## src/rtl/apb_mbridge.sv

```systemverilog
// Multi-slave APB-style bridge: host requests run as SETUP/ACCESS with WAIT states
// and are decoded to one of NSLV memory ports; unmapped addresses complete with err.
//
// state  | meaning
// IDLE   | ready for a request; done/err pulse is visible here after a transfer
// SETUP  | one cycle; latched address is decoded
// ACCESS | WAIT+1 cycles; slave strobe and read capture on the last one
module apb_mbridge #(
  parameter int AW          = 32,
  parameter int DW          = 32,
  parameter int NSLV        = 4,
  parameter int REGION_BITS = 12,
  parameter int WAIT        = 0
) (
  input  logic                   clk,
  input  logic                   rst_n,
  input  logic                   trnsfr,
  output logic                   ready,
  input  logic                   wr,
  input  logic [AW-1:0]          address,
  input  logic [DW-1:0]          data_in,
  input  logic [DW/8-1:0]        strb,
  output logic [DW-1:0]          data_out,
  output logic                   done,
  output logic                   err,
  output logic [NSLV-1:0]        mem_wr,
  output logic [NSLV-1:0]        mem_rd,
  output logic [DW/8-1:0]        mem_be,
  output logic [REGION_BITS-1:0] mem_address,
  output logic [DW-1:0]          mem_data_in,
  input  logic [NSLV*DW-1:0]     mem_data_out
);

  localparam int IW   = $clog2(NSLV);
  localparam int IDXW = (IW > 0) ? IW : 1;
  localparam int BW   = DW / 8;
  localparam logic [3:0] WAIT_C = 4'(WAIT);

  typedef enum logic [1:0] {S_IDLE, S_SETUP, S_ACCESS} state_t;

  state_t            state_q, state_d;
  logic [3:0]        cnt_q, cnt_d;
  logic              wr_q, wr_d;
  logic [AW-1:0]     addr_q, addr_d;
  logic [DW-1:0]     data_q, data_d;
  logic [BW-1:0]     be_q, be_d;
  logic [IDXW-1:0]   idx_q, idx_d;
  logic              map_q, map_d;
  logic              done_q, done_d;
  logic              err_q, err_d;
  logic [DW-1:0]     dout_q, dout_d;

  logic              map_dec;
  logic [IDXW-1:0]   idx_dec;
  logic [DW-1:0]     rd_sel;
  logic [NSLV-1:0]   onehot;
  logic              fire;

  // Everything above the slave-index field must be zero for a mapped address.
  if (REGION_BITS + IW < AW) begin : g_hi
    assign map_dec = ~|addr_q[AW-1:REGION_BITS+IW];
  end else begin : g_nohi
    assign map_dec = 1'b1;
  end

  if (IW > 0) begin : g_idx
    assign idx_dec = addr_q[REGION_BITS +: IDXW];
  end else begin : g_noidx
    assign idx_dec = 1'b0;
  end

  always_comb begin
    rd_sel = '0;
    onehot = '0;
    for (int k = 0; k < NSLV; k++) begin
      if (idx_q == IDXW'(k)) begin
        rd_sel    = mem_data_out[k*DW +: DW];
        onehot[k] = 1'b1;
      end
    end
  end

  // Strobes come straight from registered state so a reset drops them at once.
  assign fire   = (state_q == S_ACCESS) && (cnt_q == WAIT_C) && map_q;
  assign mem_wr = (fire && wr_q)  ? onehot : '0;
  assign mem_rd = (fire && !wr_q) ? onehot : '0;

  always_comb begin
    state_d = state_q;
    cnt_d   = cnt_q;
    wr_d    = wr_q;
    addr_d  = addr_q;
    data_d  = data_q;
    be_d    = be_q;
    idx_d   = idx_q;
    map_d   = map_q;
    done_d  = 1'b0;
    err_d   = 1'b0;
    dout_d  = dout_q;
    case (state_q)
      S_IDLE: begin
        if (trnsfr) begin
          wr_d    = wr;
          addr_d  = address;
          data_d  = data_in;
          be_d    = wr ? strb : '1;
          state_d = S_SETUP;
        end
      end
      S_SETUP: begin
        idx_d   = idx_dec;
        map_d   = map_dec;
        cnt_d   = '0;
        state_d = S_ACCESS;
      end
      S_ACCESS: begin
        if (cnt_q == WAIT_C) begin
          state_d = S_IDLE;
          done_d  = 1'b1;
          err_d   = ~map_q;
          if (!wr_q) dout_d = map_q ? rd_sel : '0;
        end else begin
          cnt_d = cnt_q + 4'd1;
        end
      end
      default: state_d = S_IDLE;
    endcase
  end

  always_ff @(posedge clk or negedge rst_n) begin
    if (!rst_n) begin
      state_q <= S_IDLE;
      cnt_q   <= '0;
      wr_q    <= 1'b0;
      addr_q  <= '0;
      data_q  <= '0;
      be_q    <= '0;
      idx_q   <= '0;
      map_q   <= 1'b0;
      done_q  <= 1'b0;
      err_q   <= 1'b0;
      dout_q  <= '0;
    end else begin
      state_q <= state_d;
      cnt_q   <= cnt_d;
      wr_q    <= wr_d;
      addr_q  <= addr_d;
      data_q  <= data_d;
      be_q    <= be_d;
      idx_q   <= idx_d;
      map_q   <= map_d;
      done_q  <= done_d;
      err_q   <= err_d;
      dout_q  <= dout_d;
    end
  end

  assign ready       = (state_q == S_IDLE);
  assign done        = done_q;
  assign err         = err_q;
  assign data_out    = dout_q;
  assign mem_be      = be_q;
  assign mem_address = addr_q[REGION_BITS-1:0];
  assign mem_data_in = data_q;

endmodule

```

## config.mk

```make
export PLATFORM = sky130hd
export DESIGN_NAME = apb_mbridge
export DESIGN_NICKNAME = d
export VERILOG_FILES = /design/src/rtl/apb_mbridge.sv
export SDC_FILE = /design/constraint.sdc
export NUM_CORES = 1
export LEC_CHECK = 0
export CORE_ASPECT_RATIO = 1.4
export CORE_MARGIN = 2
export CORE_UTILIZATION = 39
export CTS_CLUSTER_DIAMETER = 30
export CTS_CLUSTER_SIZE = 25
export DETAILED_ROUTE_END_ITERATION = 12
export GPL_TIMING_DRIVEN = 0
export HOLD_SLACK_MARGIN = 0.15
export PLACE_DENSITY = 0.79
export SLEW_MARGIN = 20
export SYNTH_ARGS = -nofsm -noshare
export SYNTH_HDL_FRONTEND = slang
export SYNTH_SLANG_ARGS = --single-unit
```

## constraint.sdc

```tcl
create_clock -name clk -period 2.3 [get_ports clk]
set_input_delay 0.46 -clock clk [delete_from_list [all_inputs] [get_ports clk]]
set_output_delay 0.46 -clock clk [all_outputs]
set_load 0.005 [all_outputs]
```

==> results.cfg, run 1 <==
[synth]
synth_top_area_share = 0.538
netlist-cell-type-count = 37
synth_edf_count = 0
synth_area_leaders = dfrtp_1 54%, mux2_2 14%, mux4_2 14%
netlist_area_mm2 = 0.00521
yosys.area.top_type = dfrtp_1
syn_avg_cell_area_um2 = 15.0
async_flop_share = 1.00
yosysWarnings = 0
ys_ff_latch = 112
ys_seq_area_frac = 0.538
syn_inst = 348
ys.flop_type = dfrtp_1
syn_nets = 550

[sta]
worstMarginPinSlew_ns = 0.708
max-slew-margin-rel = 0.528
max_freq_mhz = 429
drv_slew = 0
post-route-worst-setup-slack_ns = -0.0336
finalSetupViolations = 3
rsz0062_at_grt = true
fin_skew_ns = 0.0106
period_share = 1.01
period_minus_slack_ns = 2.33
finalHoldViolCount = 0
finalSetupTns_ns = -0.0744

[power]
total_power_mw = 6.69
p_leak_nw = 3.60
ir_drop_mv = 0.477
powerDensity_mw_per_mm2 = 761

[job]
maxCapViolCount = 0

[critical_path]
path_class = flip-flop to output pin
critPathRequiredTime_ns = 1.84
start_kind = flip-flop
crit_fanout = 4
critical_path_arrival_ns = 1.87
end_kind = output pin

[global_route]
grt_pass1_vias = 4894
antenna_found_initial = 1
grt.total_usage = 0.233
grt_pass1_wl_mm = 25.6
overflow = 0
grt_max_degree = 58

[floorplan]
die_width_um = 102
io_pins = 291
dieArea_mm2 = 0.0143
core-area_mm2 = 0.0132
die_h_um = 141
start_util = 0.395
rows = 50

[finish]
nNetsFinal = 860
nFillCells = 1013
final_util = 0.665
drive_gt1_frac = 0.268
stdcell_count = 846
area_delta_synth_final_pct = 68.6
fin_area_mm2 = 0.00878

[placement]
place.port_buffers = 290
finalWeightedCongestion = 0.858
dp.cells = 821
hpwl_mm = 13.4
placed_area_mm2 = 0.00837

[clocking]
htreeDepth = 3
max-clock-path-buffers = 2
tritoncts = built
worstSkewPairLatency_ns = 0.35
cts.sinks = 112
cts_buffers = 9
ctsRootBufferMaster = clkbuf_16
clk_pin_slew_ns = 0.07

[detailed_routing]
vias = 4327
avgViaCountPerCell = 5.11
ant_nets = 0
drc = 0
drt_iter0_drc = 119
dr.pass1.iters = 4
wirelength_mm = 16.8
wl_per_cell_um = 19.9

[status]
violations = negative setup slack
status = finished with violations

[worst_hold_path]
hp-class = flip-flop to flip-flop
[worst paths after layout]
kind / start / end / slack [ns] / cells after the start
max: cnt_q[1] / mem_rd[3] / -0.03 / 8
min: data_out[13] / data_out[13] / 0.50 / 1
max reg2reg: idx_q[0] / data_out[14] / 0.21 / 4
min reg2reg: data_out[13] / data_out[13] / 0.50 / 1
max in group asynchronous: rst_n / idx_q[0] / 0.99 / 3
min in group asynchronous: rst_n / data_out[29] / 0.65 / 2
[layer usage]
| metal | share of wire | up-vias | GRT usage |
|---|---|---|---|
| met5 | 0 | - | 0 |
| met2 | 0.52 | 216 | 0.414 |
| li1 | - | 1930 | - |
| met4 | 0.033 | 0 | 0.0982 |
| met3 | 0.095 | 35 | 0.0645 |
| met1 | 0.35 | 2146 | 0.257 |
[sequential cells by signal (all words and copies together), names as in the netlist]
signal and cells:
addr_q 32, data_out 32, mem_data_in 32, cnt_q 4, mem_be 4, idx_q 2
state_q 2, done 1, err 1, map_q 1, wr_q 1
[kinds of logic (layout without fill, tap and decap cells)]
kind of cell / after synthesis / count (layout) / share of synthesized area
flops: 112 / 112 / 0.538
fa+ha+maj: 2 / 2 / 0.00480
buf+inv: 44 / 359 / 0.0485
simple gates: 46 / 46 / 0.0538
mux: 99 / 99 / 0.283
compound gates: 45 / 45 / 0.0718
other cells: 0 / 1 / 0
[layout by cell type, fill, tap and decap left out, types with 3 or more instances in the layout]
master and instances:
nor2_1 9, dfrtp_1 110, clkbuf_2 3, inv_1 7
clkbuf_16 9, clkbuf_1 5, buf_4 20, mux2_2 67
a31oi_1 4, nand3_1 3, nor3_2 3, buf_6 6
buf_2 17, nand2_1 4, clkdlybuf4s50_1 281, mux4_2 32
inv_6 3, nor4_1 5, a22o_1 33
[stage by stage]
step                hold WS (ns)  setup slack, ns
floorplan                  0.164            0.470
global placement           0.484            -3.32
detailed placement         0.461           -0.296
CTS                        0.511           -0.135
global route               0.521           -0.168
finish                     0.505          -0.0336
[final cells by class]
type	count	area, um^2	share of cell area
well taps	182	228	0.0259
flip-flops and latches	112	2810	0.319
clock buffers	9	225	0.0256
clock inverters	7	83.8	0.00954
multi-input cells	192	2210	0.252
inverters	8	30.0	0.00342
diodes	1	2.50	0.000285
repair buffers	301	2980	0.339
plain buffers	34	218	0.0248
[worst max-delay path, cell delays in order (launching register included)]
cell	delay, ns
dfrtp_1	0.40
inv_1	0.08
ha_2	0.18
nor3b_4	0.23
buf_4	0.16
nand3_4	0.09
buf_6	0.16
nor3_4	0.10
buf_2	0.13
[power by group]
group,switching (mW),internal (mW)
logic,0.902,1.61
clock network,0.760,0.872
registers,0.233,2.31
[timing repair]
| item | CTS | global route |
|---|---|---|
| endpoints found under the hold margin | 55 | 0 |
| resized for setup | 25 | 23 |
| pin swaps | 6 | 5 |
| setup buffers | 8 | 2 |
| setup endpoints to repair | 8 | 9 |
| hold buffers | 1 | 0 |
| gates cloned | 0 | 0 |
[synthesized netlist by cell type (5+ instances only)]
cell / instances
nor4_1: 5
dfrtp_1: 112
inv_1: 8
a22o_1: 33
mux2_2: 67
buf_2: 13
nor2_1: 11
mux4_2: 32
buf_4: 13
clkbuf_1: 6
Power figures use the tool's default switching activity.
==> inputs of run 2 (changes only) <==
- PLACE_DENSITY: 0.79 -> 0.81
==> run 2 against run 1 <==
  * The flow still finishes with violations (negative setup slack)
  * Cell count is 0.35% higher
  * Sequential share of layout area is 0.077 points lower
  * Highest routed layer unchanged
  * Routed wire length rose by 3.1%
==> results.cfg, run 2 (synthesis gave the netlist of run 1 again) <==
[power]
ir_drop_mv = 0.433
p_leak_nw = 3.60
powerDensity_mw_per_mm2 = 744
combPwrFrac = 0.381
clockPowerShare = 0.230
internal-power_mw = 4.69
pwr-share-seq = 0.388
netSwitchingFraction = 0.284
switching_power_mw = 1.86

[global_route]
grt_pass1_wl_mm = 25.9
overflow = 0
met1_usage = 0.237
antenna_found_initial = 0
top_usage_layer = met2
grt.total_usage = 0.240
use_met2 = 0.426
grt_pass1_vias = 4979
grt_use_met3 = 0.0907
grt_max_degree = 82

[detailed_routing]
vias = 4400
drt_iter0_drc = 141
avgViaCountPerCell = 5.18
drc = 0
dr.pass1.iters = 7
wirelength_mm = 17.3
wl_per_cell_um = 20.4
ant_nets = 0

[critical_path]
regToRegSetupSlack_ns = 0.16
crit_fanout = 4
worstReg2RegStart = idx_q[0]
critical_path_arrival_ns = 1.84
critPathRequiredTime_ns = 1.84
path_class = flip-flop to output pin
r2r_end = data_out[21]
start_kind = flip-flop
reg2reg_depth = 4
end_kind = output pin

[finish]
nNetsFinal = 865
stdcell_count = 849
area_delta_synth_final_pct = 69.0
final_cell_mix = 281 x clkdlybuf4s50_1, 110 x dfrtp_1, 67 x mux2_2
num_antenna_cells = 0
final_common_cell = clkdlybuf4s50_1
drive_gt1_frac = 0.276

[sta]
period_minus_slack_ns = 2.30
finalHoldViolCount = 0
drv_slew = 0
finalSetupViolations = 1
fin_skew_ns = 0.0117
post-route-worst-setup-slack_ns = -0.00446
max-slew-margin-rel = 0.587
rsz0062_at_grt = true
period_share = 1.00
holdWs_ns = 0.509
max_freq_mhz = 434
worstMarginPinSlew_ns = 0.619
finalSetupTns_ns = -0.00446

[floorplan]
start_util = 0.395
dieArea_mm2 = 0.0143
io_pins = 291
die_width_um = 102
die_h_um = 141
core-area_mm2 = 0.0132
rows = 50

[placement]
dp.cells = 821
finalWeightedCongestion = 0.866
hpwl_mm = 13.7
place.port_buffers = 290

[status]
status = finished with violations
violations = negative setup slack

[clocking]
worstSkewPairLatency_ns = 0.35
ctsRootBufferMaster = clkbuf_16
tritoncts = built
cts.sinks = 112
max-clock-path-buffers = 2
cts_buffers = 9
clk_pin_slew_ns = 0.08
htreeDepth = 3

[job]
maxCapViolCount = 0

[worst_hold_path]
hold_start = data_out[18]
holdPathStages = 1
hp-class = flip-flop to flip-flop
min_to = data_out[18]
-- run 2: cell types whose count changed in the layout (fill, tap and decap cells not counted), moves of 2 or more --
cell / before / now
buf_6: 6 / 9
clkinvlp_4: 0 / 3
buf_4: 20 / 22
clkbuf_2: 3 / 0
nor2_2: 1 / 3
buf_2: 17 / 21
inv_8: 2 / 0
-- run 2: area by class of cell --
class                      count  area (um^2)
clock inverter                 5         40.0
tap                          182          228
buffer                        34          215
fill                         979         4400
timing repair buffer         306         3030
inverter                       8         30.0
multi-input combinational    192         2220
clock buffer                  10          239
sequential                   112         2810
-- run 2: power by group through the flow --
stage          Combinational (mW)  Sequential (mW)  Clock, mW
2_1_floorplan                1.36             2.50          0
3_3_place_gp                 2.45             2.52          0
3_5_place_dp                 2.51             2.54          0
4_1_cts                      2.51             2.54       1.53
5_1_grt                      2.66             2.59       1.63
6_report                     2.50             2.54       1.51
-- run 2: worst max-delay path by stage --
stage / start / endpoint / depth (start not counted)
2_1_floorplan: cnt_q[0] / mem_rd[3] / 5
3_3_place_gp: rst_n / data_out[24] / 1
3_5_place_dp: cnt_q[0] / mem_wr[2] / 6
4_1_cts: cnt_q[0] / mem_rd[1] / 8
5_1_grt: cnt_q[0] / mem_rd[3] / 8
6_report: cnt_q[0] / mem_rd[3] / 8
-- run 2: timing repair --
action / in CTS / in global routing
gates resized for setup: 36 / 19
buffers inserted: 12 / 2
setup endpoints to repair: 8 / 28
gates cloned: 0 / 0
hold buffers: 1 / 0
endpoints found under the hold margin: 31 / 0
pin swaps: 1 / 4
-- run 2: layer usage --
layer  wire length, um  vias to the layer above
met3              1800                       60
met4               827                        0
met1              5740                     2158
li1                  -                     1935
met2              8970                      247
met5                 0                        -
-- run 2: worst max-delay path, stage by stage, from the launching register on --
cell     delay, ns
dfrtp_2       0.42
inv_2         0.07
ha_4          0.12
nor3b_4       0.18
buf_4         0.15
nand3_4       0.11
buf_6         0.16
nor3_2        0.13
buf_2         0.15
-- run 2: per-stage QoR --
step	setup slack, ns	power [mW]	utilization	instance area, um^2
after floorplan	0.470	3.87	-	5210
after global placement	-3.39	4.97	0.632	8340
after detailed placement	-0.360	5.05	0.634	8370
after CTS	-0.0318	6.58	0.663	8750
after global routing	-0.0711	6.88	0.667	8800
final	-0.00446	6.55	0.667	8800
==> inputs of run 3 (changes only) <==
- CAP_MARGIN: unset -> 20
==> results of run 3 <==
The final DEF is identical to that of run 2; final timing and power are the same.
